## config.mk

```make
export PLATFORM = sky130hd
export DESIGN_NAME = alu_mul_sequencer_flat
export DESIGN_NICKNAME = d
export VERILOG_FILES = /design/src/rtl/alu_mul_sequencer_if.sv /design/src/rtl/alu_mul_sequencer.sv /design/src/flat_wrapper.sv
export SDC_FILE = /design/constraint.sdc
export NUM_CORES = 1
export LEC_CHECK = 0
export BUFFER_PORTS_ARGS = -buffer_cell sky130_fd_sc_hd__buf_2
export CORE_MARGIN = 3
export CORE_UTILIZATION = 45
export CTS_BUF_LIST = sky130_fd_sc_hd__clkbuf_8
export DETAILED_ROUTE_END_ITERATION = 12
export PLACE_DENSITY = 0.75
export SLEW_MARGIN = 20
export SYNTH_ARGS = -nofsm -noshare
export SYNTH_HDL_FRONTEND = slang
export SYNTH_SLANG_ARGS = --single-unit
```

## constraint.sdc

```tcl
create_clock -name clk -period 2.5 [get_ports clk]
set_clock_uncertainty 0.1 [all_clocks]
set_input_delay 0.125 -clock clk [delete_from_list [all_inputs] [get_ports clk]]
set_output_delay 0.125 -clock clk [all_outputs]
set_load 0.03 [all_outputs]
```

## src/rtl/alu_mul_sequencer_if.sv

```systemverilog
// Bundle between the multiply sequencer, its requester and the shared ALU.
// The slave modport is the sequencer; the master side is the requester plus the ALU.
interface alu_mul_sequencer_if #(
  parameter int OPW = 16
);
  logic           start;
  logic [OPW-1:0] opA;
  logic [OPW-1:0] opB;
  logic           busy;
  logic           done;
  logic           err;
  logic [31:0]    product;
  logic [3:0]     alu_ctrl;
  logic [31:0]    alu_a;
  logic [31:0]    alu_b;
  logic           alu_shiftDir;
  logic           alu_shiftOp;
  logic [31:0]    alu_res;
  logic           alu_carry;

  modport slave (
    input  start, opA, opB, alu_res, alu_carry,
    output busy, done, err, product,
    output alu_ctrl, alu_a, alu_b,
    output alu_shiftDir, alu_shiftOp
  );

  modport master (
    output start, opA, opB, alu_res, alu_carry,
    input  busy, done, err, product,
    input  alu_ctrl, alu_a, alu_b,
    input  alu_shiftDir, alu_shiftOp
  );
endinterface

```

## src/rtl/alu_mul_sequencer.sv

```systemverilog
// Shift-and-add unsigned multiplier that borrows the execute-stage ALU.
// Optional MUL_EARLY_EXIT_EN: finish as soon as the remaining multiplier is 0.
module alu_mul_sequencer #(
  parameter int OPW = 16
) (
  input logic                  clk,
  input logic                  rst,
  alu_mul_sequencer_if.slave   bus
);

  localparam int CW = $clog2(OPW) + 1;
  localparam logic [3:0] ALU_ADD = 4'b0010;
  localparam logic [3:0] ALU_SHF = 4'b0100;

  typedef enum logic [1:0] {
    S_IDLE,
    S_ADD,
    S_SHIFT,
    S_DONE
  } state_t;

  state_t         state_q, state_d;
  logic [31:0]    p_q, p_d;
  logic [31:0]    m_q, m_d;
  logic [OPW-1:0] q_q, q_d;
  logic [CW-1:0]  cnt_q, cnt_d;
  logic           err_q, err_d;
  logic           last;

  // State and datapath registers; reset wins over everything.
  always_ff @(posedge clk) begin
    if (rst) begin
      state_q <= S_IDLE;
      p_q     <= '0;
      m_q     <= '0;
      q_q     <= '0;
      cnt_q   <= '0;
      err_q   <= 1'b0;
    end else begin
      state_q <= state_d;
      p_q     <= p_d;
      m_q     <= m_d;
      q_q     <= q_d;
      cnt_q   <= cnt_d;
      err_q   <= err_d;
    end
  end

  // Final-iteration detect; early exit stops once no multiplier bits remain.
  always_comb begin
`ifdef MUL_EARLY_EXIT_EN
    last = (cnt_q == CW'(OPW - 1)) || ((q_q >> 1) == '0);
`else
    last = (cnt_q == CW'(OPW - 1));
`endif
  end

  // Next state, register updates and ALU drive for the current state.
  always_comb begin
    state_d          = state_q;
    p_d              = p_q;
    m_d              = m_q;
    q_d              = q_q;
    cnt_d            = cnt_q;
    err_d            = err_q;
    bus.busy         = 1'b0;
    bus.done         = 1'b0;
    bus.alu_ctrl     = ALU_ADD;
    bus.alu_a        = '0;
    bus.alu_b        = '0;
    bus.alu_shiftDir = 1'b0;
    bus.alu_shiftOp  = 1'b0;
    unique case (state_q)
      S_IDLE: begin
        if (bus.start) begin
          p_d     = '0;
          m_d     = {{(32 - OPW){1'b0}}, bus.opA};
          q_d     = bus.opB;
          cnt_d   = '0;
          err_d   = 1'b0;
          state_d = S_ADD;
        end
      end
      S_ADD: begin
        bus.busy     = 1'b1;
        bus.alu_ctrl = ALU_ADD;
        bus.alu_a    = p_q;
        bus.alu_b    = q_q[0] ? m_q : 32'd0;
        p_d          = bus.alu_res;
        err_d        = err_q | bus.alu_carry;
        state_d      = S_SHIFT;
      end
      S_SHIFT: begin
        bus.busy     = 1'b1;
        bus.alu_ctrl = ALU_SHF;
        bus.alu_a    = m_q;
        bus.alu_b    = 32'd1;
        m_d          = bus.alu_res;
        q_d          = q_q >> 1;
        cnt_d        = cnt_q + 1'b1;
        state_d      = last ? S_DONE : S_ADD;
      end
      S_DONE: begin
        bus.done = 1'b1;
        state_d  = S_IDLE;
      end
      default: state_d = S_IDLE;
    endcase
  end

  assign bus.product = p_q;
  assign bus.err     = err_q;

endmodule

```

## src/flat_wrapper.sv

```systemverilog
// flat-port wrapper written by rule: the top's interface ports become plain ports
module alu_mul_sequencer_flat 
#(
  parameter int OPW = 16
)
  (clk, rst, bus_start, bus_opA, bus_opB, bus_alu_res, bus_alu_carry, bus_busy, bus_done, bus_err, bus_product, bus_alu_ctrl, bus_alu_a, bus_alu_b, bus_alu_shiftDir, bus_alu_shiftOp);
  alu_mul_sequencer_if #(.OPW(OPW)) bus_i ();
  input logic clk;
  input logic rst;
  input wire logic [$bits(bus_i.start)-1:0] bus_start;
  input wire logic [$bits(bus_i.opA)-1:0] bus_opA;
  input wire logic [$bits(bus_i.opB)-1:0] bus_opB;
  input wire logic [$bits(bus_i.alu_res)-1:0] bus_alu_res;
  input wire logic [$bits(bus_i.alu_carry)-1:0] bus_alu_carry;
  output wire logic [$bits(bus_i.busy)-1:0] bus_busy;
  output wire logic [$bits(bus_i.done)-1:0] bus_done;
  output wire logic [$bits(bus_i.err)-1:0] bus_err;
  output wire logic [$bits(bus_i.product)-1:0] bus_product;
  output wire logic [$bits(bus_i.alu_ctrl)-1:0] bus_alu_ctrl;
  output wire logic [$bits(bus_i.alu_a)-1:0] bus_alu_a;
  output wire logic [$bits(bus_i.alu_b)-1:0] bus_alu_b;
  output wire logic [$bits(bus_i.alu_shiftDir)-1:0] bus_alu_shiftDir;
  output wire logic [$bits(bus_i.alu_shiftOp)-1:0] bus_alu_shiftOp;
  assign bus_i.start = bus_start;
  assign bus_i.opA = bus_opA;
  assign bus_i.opB = bus_opB;
  assign bus_i.alu_res = bus_alu_res;
  assign bus_i.alu_carry = bus_alu_carry;
  assign bus_busy = bus_i.busy;
  assign bus_done = bus_i.done;
  assign bus_err = bus_i.err;
  assign bus_product = bus_i.product;
  assign bus_alu_ctrl = bus_i.alu_ctrl;
  assign bus_alu_a = bus_i.alu_a;
  assign bus_alu_b = bus_i.alu_b;
  assign bus_alu_shiftDir = bus_i.alu_shiftDir;
  assign bus_alu_shiftOp = bus_i.alu_shiftOp;
  alu_mul_sequencer #(.OPW(OPW)) u_core (.clk(clk), .rst(rst), .bus(bus_i));
endmodule
```

==> results of run 1 <==
==> metal layers <==
metal,track usage (%),wire (µm),vias up
met5,0,0,-
met4,9.12,259,0
met3,4.59,971,23
met2,40.9,6390,200
met1,28.4,5210,2032
li1,-,-,2050
==> kinds of logic after synthesis <==
logic type	synth area share (%)
and+or+nand+nor	16.3
other	0.0864
muxes	8.30
DFF	40.6
AOI/OAI and AO/OA	25.4
buffers and inverters	7.27
adders and majority gates	2.02
==> where the power goes <==
group	switching, mW	total, mW	internal [mW]
Sequential	0.120	1.66	1.54
Clock	0.508	1.10	0.596
Combinational	0.731	1.14	0.409
==> final timing paths <==
path / start / end / slack [ns] / cells past startpoint
min reg2reg: u_core.bus.product[6] / u_core.bus.product[6] / 0.37 / 2
max: u_core.state_q[0] / bus_alu_a[11] / 0.15 / 6
max reg2reg: u_core.state_q[1] / u_core.m_q[13] / 0.31 / 5
min: bus_opB[1] / u_core.q_q[1] / 0.04 / 3
==> cells in the mapped netlist (2+ instances only) <==
library cell / count / area (µm²)
a22o_1: 32 / 280
clkbuf_1: 22 / 82.6
and2_1: 2 / 12.5
nand2_1: 21 / 78.8
buf_6: 4 / 45.0
nand3b_1: 2 / 15.0
nor2b_1: 2 / 12.5
ha_1: 7 / 87.6
inv_1: 4 / 15.0
a32oi_1: 33 / 289
nor3_1: 2 / 10.0
buf_4: 10 / 75.1
mux2i_1: 32 / 320
buf_2: 18 / 90.1
nand3_1: 22 / 110
a211oi_2: 31 / 388
dfxtp_1: 88 / 1760
a21oi_1: 22 / 110
nor2_1: 67 / 251
and3_1: 32 / 200
==> tightest hold or removal path, delay by kind of cell <==
kind                   cells  cell delay [ns]
buffers and inverters      1             0.10
multiplexers               1             0.14
AO/OA/AOI/OAI              1             0.08
==> registers in the layout, summed over array words and instances (netlist names) <==
signal	count
u_core.bus.err	1
u_core.m_q	32
u_core.q_q	16
u_core.bus.product	32
u_core.state_q	2
u_core.cnt_q	5
==> final cells by class <==
type,count,area (µm²)
sequential,88,1760
fill,800,3510
timing repair buffer,215,1310
clock inverter,6,91.3
inverter,5,18.8
clock buffer,10,138
tap,129,161
multi-input combinational,321,2290
==> timing repair <==
item,CTS,global route
pin swaps,0,0
cloned,0,0
hold buffers,34,0
endpoints found under the hold margin,50,0
resized for setup,1,2
setup endpoints to repair,8,12
==> results.py, run 1 <==
metrics = {
    "synth": {
        "synth-seq-cells": 88,
        "yosysSeqAreaShare_pct": 40.6,
        "netlist_area_mm2": 0.00434,
        "async_flop_share_pct": 0,
        "yosys_warnings": 0,
        "netlist-cell-type-count": 33,
        "synthCells": 466,
        "synth_edf_count": 0,
        "synth_ff_type": "dfxtp_1",
        "synth_area_per_cell_um2": 9.31,
    },
    "routing": {
        "wire_per_inst_um": 16.6,
        "drt_iter0_drc": 222,
        "viasPerCell": 5.56,
        "drc_errors": 0,
        "antenna_left": 0,
        "firstDrtPassIters": 5,
        "drt-total-wl_um": 12800,
        "vias": 4305,
    },
    "final_layout": {
        "stdcell_count": 774,
        "layout_common_cells": "buf_2, dfxtp_1, nor2_1",
        "n_antenna_cell": 0,
        "final_nets": 715,
        "stdcell_area_mm2": 0.00578,
        "final_common_cell": "buf_2",
        "drive_gt1_share_pct": 36.6,
        "area_growth_syn_to_layout_pct": 33.1,
        "final_util_pct": 62.2,
    },
    "worst_setup_path": {
        "crit_buf_inv": 3,
        "worstPathMaxFanout": 21,
        "worstPathArrival_ns": 2.12,
        "required_ns": 2.28,
        "crit_slowest_cell": "dfxtp_1",
        "path_cells": "inv_1 > ha_1 > and2_2 > buf_12 > a22o_1 > buf_2",
        "cp_slowest_stage_delay_ns": 0.43,
        "crit_type": "reg -> out",
        "critPathCaptureType": "primary output",
        "worstSetupStartpointType": "flip-flop",
        "crit_family": "buffers and inverters",
    },
    "cts": {
        "cts_setup_buffers": 0,
        "cts.clk_slew.worst_paths_ns": 0.09,
        "clock_latency_ns": 0.35,
        "cts_root_buf": "clkbuf_8",
        "clockBufferDepth": 2,
        "htree_levels": 3,
        "cts_tree": "yes",
        "cts_buffers": 9,
        "cts_sinks": 88,
    },
    "pwr": {
        "total_power_mw": 3.91,
        "p_leak_nw": 2.63,
        "peakVddDrop_uv": 359,
        "power.density_mw_per_mm2": 677,
    },
    "sta": {
        "rsz0062_at_grt": "no",
        "drv_slew": 0,
        "finalSetupTns_ns": 0,
        "period_needed_ns": 2.35,
        "timing.fmax_mhz": 426,
        "holdWs_ns": 0.0409,
        "setup_viol": 0,
        "worst_slack_ns": 0.150,
        "final.period_utilization_pct": 94.0,
        "tightest_slew_ns": 0.777,
        "hold_viol": 0,
        "max-slew-margin-rel_pct": 48.2,
    },
    "die": {
        "fp-row-count": 35,
        "core_area_mm2": 0.00928,
        "start_util_pct": 46.7,
        "dieWidth_um": 104,
        "die_height_um": 104,
        "ios": 173,
        "dieArea_mm2": 0.0109,
    },
    "place": {
        "gp_congestion": 0.823,
        "dp_hpwl_um": 8570,
        "port_buffers": 168,
        "placed_cells": 724,
        "placed_area_mm2": 0.00520,
        "place_ws_ns": 0.310,
    },
    "run_status": {
        "status": "completed",
    },
    "hold_path": {
        "hold_path_class": "in -> reg",
    },
    "grt": {
        "antenna_found_initial": 0,
        "grt_max_degree": 64,
        "grt_pass1_vias": 4329,
        "grt_pass1_wl_um": 21100,
        "grt_remaining_overflow": 0,
        "globalRouteTotalUtil_pct": 23.4,
    },
    "run": {
        "max_cap_viol_count": 0,
    },
}
(Power assumes the default switching activity.)
==> run 2: changes to the inputs <==
Clock period 2.5 ns to 2.55 ns, I/O delays scaled along.
==> run 2 against run 1 <==
  * Combinational power barely moved
  * Die area did not move
  * Core utilization fell by 0.15 points
  * Global-route usage rose by 0.30 points
  * Non-clock buffer count fell by 2
  * Register-to-register slack improved by 0.05 ns
  * Total power fell by 2.2%
  * Critical endpoint is now bus_alu_ctrl[2]
==> results.py, run 2 (synthesized netlist as in run 1, its figures left out) <==
metrics = {
    "pwr": {
        "peakVddDrop_uv": 403,
        "p_leak_nw": 2.62,
        "power.density_mw_per_mm2": 663,
    },
    "cts": {
        "cts_buffers": 9,
        "cts_sinks": 88,
        "cts_tree": "yes",
        "cts_setup_buffers": 0,
        "clockBufferDepth": 2,
        "clock_latency_ns": 0.35,
        "htree_levels": 3,
        "cts_root_buf": "clkbuf_8",
        "cts.clk_slew.worst_paths_ns": 0.09,
    },
    "routing": {
        "vias": 4340,
        "drc_errors": 0,
        "antenna_left": 0,
        "drt_iter0_drc": 224,
        "viasPerCell": 5.62,
        "drt-total-wl_um": 12900,
        "firstDrtPassIters": 5,
        "wire_per_inst_um": 16.7,
    },
    "run": {
        "max_cap_viol_count": 0,
    },
    "hold_path": {
        "hold_path_class": "in -> reg",
    },
    "die": {
        "die_height_um": 104,
        "core_area_mm2": 0.00928,
        "start_util_pct": 46.7,
        "fp-row-count": 35,
        "dieWidth_um": 104,
        "ios": 173,
        "dieArea_mm2": 0.0109,
    },
    "grt": {
        "globalRouteTotalUtil_pct": 23.7,
        "grt_pass1_wl_um": 21300,
        "grt_pass1_vias": 4324,
        "antenna_found_initial": 0,
        "grt_remaining_overflow": 0,
        "grt_max_degree": 64,
    },
    "final_layout": {
        "multiInputGateArea_mm2": 0.00229,
        "drive_gt1_share_pct": 36.4,
        "regArea_mm2": 0.00176,
        "final_util_pct": 62.1,
        "layout_common_cells": "buf_2, dfxtp_1, nor2_1",
        "fillers": 791,
        "stdcell_area_mm2": 0.00576,
        "final_nets": 713,
        "final_common_cell": "buf_2",
        "area_growth_syn_to_layout_pct": 32.8,
        "n_antenna_cell": 0,
    },
    "place": {
        "port_buffers": 168,
        "dp_hpwl_um": 8450,
        "placed_area_mm2": 0.00519,
        "gp_congestion": 0.826,
        "place_ws_ns": 0.367,
    },
    "worst_setup_path": {
        "required_ns": 2.32,
        "crit_slowest_cell": "buf_4",
        "path_cells": "inv_1 > ha_2 > buf_4 > buf_4 > buf_2",
        "crit_top_cell": "buf_4",
        "crit_type": "reg -> out",
        "crit_buf_inv": 4,
        "worstSetupStartpointType": "flip-flop",
        "critPathCaptureType": "primary output",
        "cp_slowest_stage_delay_ns": 0.46,
        "crit_family": "buffers and inverters",
        "worstPathMaxFanout": 33,
        "worstPathArrival_ns": 2.19,
    },
    "sta": {
        "setup_viol": 0,
        "hold_viol": 0,
        "timing.fmax_mhz": 414,
        "tightest_slew_ns": 0.765,
        "drv_slew": 0,
        "final.period_utilization_pct": 94.7,
        "finalSetupTns_ns": 0,
        "worst_slack_ns": 0.136,
        "max-slew-margin-rel_pct": 49.0,
        "rsz0062_at_grt": "no",
        "period_needed_ns": 2.41,
    },
    "run_status": {
        "status": "completed",
    },
}
run 2: cell types whose count changed in the layout (fill, tap and decap cells not counted), sizes merged:
cell / before / now
buf: 181 / 179
clkbuf: 10 / 9
clkinv: 3 / 1
clkinvlp: 0 / 1
inv: 6 / 8
run 2: worst min-delay path, delay by kind of cell:
family / cells / cell delay (ns)
mux: 1 / 0.14
compound gates: 1 / 0.08
buf+inv: 1 / 0.10
run 2: final cells by class:
type	instances	area share, %
Tap cell	129	2.80
Clock inverter	7	1.76
Multi-Input combinational cell	321	39.8
Inverter	5	0.326
Sequential cell	88	30.6
Timing Repair Buffer	213	22.6
Clock buffer	9	2.15
run 2: worst paths after layout:
check	startpoint	end	slack, ns	depth (start not counted)
hold reg to reg	u_core.bus.product[13]	u_core.bus.product[13]	0.37	2
hold / removal	bus_opB[9]	u_core.q_q[9]	0.04	3
setup reg to reg	u_core.state_q[0]	u_core.m_q[2]	0.36	6
setup / recovery	u_core.state_q[0]	bus_alu_ctrl[2]	0.14	5
run 2: metal layers:
layer / up-vias / track usage, % / share of wire [%]
met1: 2057 / 29.4 / 41
li1: 2040 / - / -
met5: - / 0 / 0
met2: 221 / 40.6 / 49
met3: 22 / 5.83 / 7.8
met4: 0 / 7.31 / 1.8
run 2: report_power, final:
group / internal, mW / switching, mW
registers: 1.51 / 0.106
clock network: 0.564 / 0.511
logic: 0.397 / 0.729
total: 2.47 / 1.35
run 2: stage by stage:
stage	instances	total power, mW	hold slack [ns]
floorplan	469	2.46	0.179
finish	772	3.82	0.0417
global placement	722	2.69	0.294
detailed placement	722	2.73	0.305
global route	772	4.02	0.0278
CTS	772	3.84	0.0300
run 2: repair_timing:
item	4_1_cts	5_1_grt
endpoints found under the setup margin	21	0
resized for setup	1	0
hold buffers	34	0
hold endpoints to repair	50	0
==> run 3: changes to the inputs <==
Settings changed: PLACE_DENSITY 0.75 to 0.82.
==> run 3 against run 2 <==
  * Die area stayed put
  * Clock-buffer cell count is 1 higher
  * Via count is 0.90% higher
  * Global-route usage is 0.34 points lower
  * Sequential power hardly changed
  * Largest cell class unchanged
  * Largest power group unchanged
  * Highest routed layer unchanged
==> results.py, run 3 (synthesized netlist as in run 1, its figures left out) <==
metrics = {
    "final_layout": {
        "layout_common_cells": "buf_2, dfxtp_1, nor2_1",
        "area_growth_syn_to_layout_pct": 32.3,
        "n_antenna_cell": 0,
        "final_common_cell": "buf_2",
        "drive_gt1_share_pct": 36.4,
        "final_util_pct": 61.8,
        "final_nets": 715,
    },
    "sta": {
        "hold_viol": 0,
        "drv_slew": 0,
        "tightest_slew_ns": 0.783,
        "timing.fmax_mhz": 417,
        "finalSetupTns_ns": 0,
        "final.period_utilization_pct": 94.1,
        "setup_viol": 0,
        "rsz0062_at_grt": "no",
        "period_needed_ns": 2.40,
        "max-slew-margin-rel_pct": 47.8,
    },
    "run_status": {
        "status": "completed",
    },
    "worst_setup_path": {
        "worstPathArrival_ns": 2.17,
        "path_cells": "inv_1 > ha_1 > and2_1 > buf_4 > a22o_1 > buf_2",
        "worstSetupStartpointType": "flip-flop",
        "r2r_setup_slack_ns": 0.33,
        "crit_type": "reg -> out",
        "crit_slowest_cell": "dfxtp_1",
        "required_ns": 2.32,
        "worstPathMaxFanout": 32,
        "critPathCaptureType": "primary output",
        "reg2reg_depth": 5,
        "reg2reg_to": "u_core.q_q[6]",
        "cp_slowest_stage_delay_ns": 0.44,
        "r2r_start": "u_core.state_q[0]",
    },
    "die": {
        "dieArea_mm2": 0.0109,
        "die_height_um": 104,
        "dieWidth_um": 104,
        "start_util_pct": 46.7,
        "fp-row-count": 35,
        "ios": 173,
        "core_area_mm2": 0.00928,
    },
    "grt": {
        "antenna_found_initial": 0,
        "globalRouteTotalUtil_pct": 23.4,
        "grt_pass1_wl_um": 20800,
        "grt_remaining_overflow": 0,
        "grt_pass1_vias": 4169,
        "grt_max_degree": 64,
    },
    "place": {
        "port_buffers": 168,
        "gp_congestion": 0.827,
        "dp_hpwl_um": 8470,
    },
    "cts": {
        "htree_levels": 3,
        "post_cts_resize_count": 0,
        "cts_tree": "yes",
        "cts_root_buf": "clkbuf_8",
        "cts_buffers": 9,
        "clockBufferDepth": 2,
        "clock_latency_ns": 0.35,
        "cts_sinks": 88,
        "cts.clk_slew.worst_paths_ns": 0.08,
    },
    "routing": {
        "viasPerCell": 5.66,
        "vias": 4379,
        "drt-total-wl_um": 13200,
        "top_layer": "met4",
        "wl_met2_um": 6460,
        "antenna_left": 0,
        "firstDrtPassIters": 5,
        "wl_met1_um": 5400,
        "drc_errors": 0,
        "drt_iter0_drc": 164,
        "dr_wl_met3_um": 1050,
        "wire_per_inst_um": 17.0,
    },
    "hold_path": {
        "worstHoldEndpoint": "u_core.q_q[8]",
        "hold_depth": 3,
        "hold_path_class": "in -> reg",
        "holdCritStartpoint": "bus_opB[8]",
    },
    "pwr": {
        "p_leak_nw": 2.62,
        "power.density_mw_per_mm2": 667,
        "peakVddDrop_uv": 396,
    },
    "run": {
        "max_cap_viol_count": 0,
    },
}
## run 3: cell count changes in the layout (fill, tap and decap cells not counted), sizes merged
cell	previous run	this run
clkinv	1	2
buf	179	181
clkbuf	9	10
inv	8	6
## run 3: layout make-up
type                            instances  area [µm²]
Fill cell                             807        3540
Multi-Input combinational cell        321        2290
Sequential cell                        88        1760
Timing Repair Buffer                  215        1280
Tap cell                              129         161
Clock buffer                           10         138
Clock inverter                          6        90.1
Inverter                                5        18.8
## run 3: metrics by stage
step | std cells | cell area (µm²) | total power [mW] | hold WS (ns) | setup WS, ns
finish | 774 | 5740 | 3.83 | 0.0447 | 0.150
floorplan | 469 | 4350 | 2.46 | 0.179 | 0.442
detailed placement | 724 | 5170 | 2.72 | 0.307 | 0.334
global placement | 724 | 5170 | 2.68 | 0.299 | 0.501
global route | 774 | 5740 | 4.01 | 0.0398 | 0.0361
CTS | 774 | 5740 | 3.84 | 0.0274 | 0.161
## run 3: repair_timing
item                                   4_1_cts  5_1_grt
hold buffers                                34        0
setup buffers                                0        0
endpoints found under the hold margin       50        0
## run 3: metal layers
metal / vias to the layer above / global-route usage (%)
li1: 2047 / -
met1: 2079 / 27.9
met2: 231 / 40.6
met3: 22 / 6.02
met4: 0 / 8.26
met5: - / 0
## run 3: worst max-delay path by stage
stage | startpoint | endpoint | slack [ns]
global route | u_core.state_q[0] | bus_alu_a[21] | 0.04
detailed placement | u_core.state_q[0] | u_core.q_q[6] | 0.33
finish | u_core.state_q[0] | bus_alu_a[21] | 0.15
floorplan | u_core.state_q[0] | bus_alu_a[0] | 0.44
CTS | u_core.state_q[0] | bus_alu_a[21] | 0.16
global placement | u_core.state_q[0] | u_core.q_q[5] | 0.50
## run 3: where the power goes
part           switching (mW)  leakage (nW)  total [mW]  internal (mW)
combinational           0.732          1.79        1.12          0.387
sequential              0.111         0.719        1.62           1.51
clock                   0.504         0.113        1.09          0.582
total                    1.35          2.62        3.83           2.48
## run 3: worst max-delay path: cells and delay by family (launching register included)
kind,cells,cell delay [ns]
buffers and inverters,3,0.67
DFF,1,0.44
adders and majority gates,1,0.35
AOI/OAI and AO/OA,1,0.22
and+or+nand+nor,1,0.14
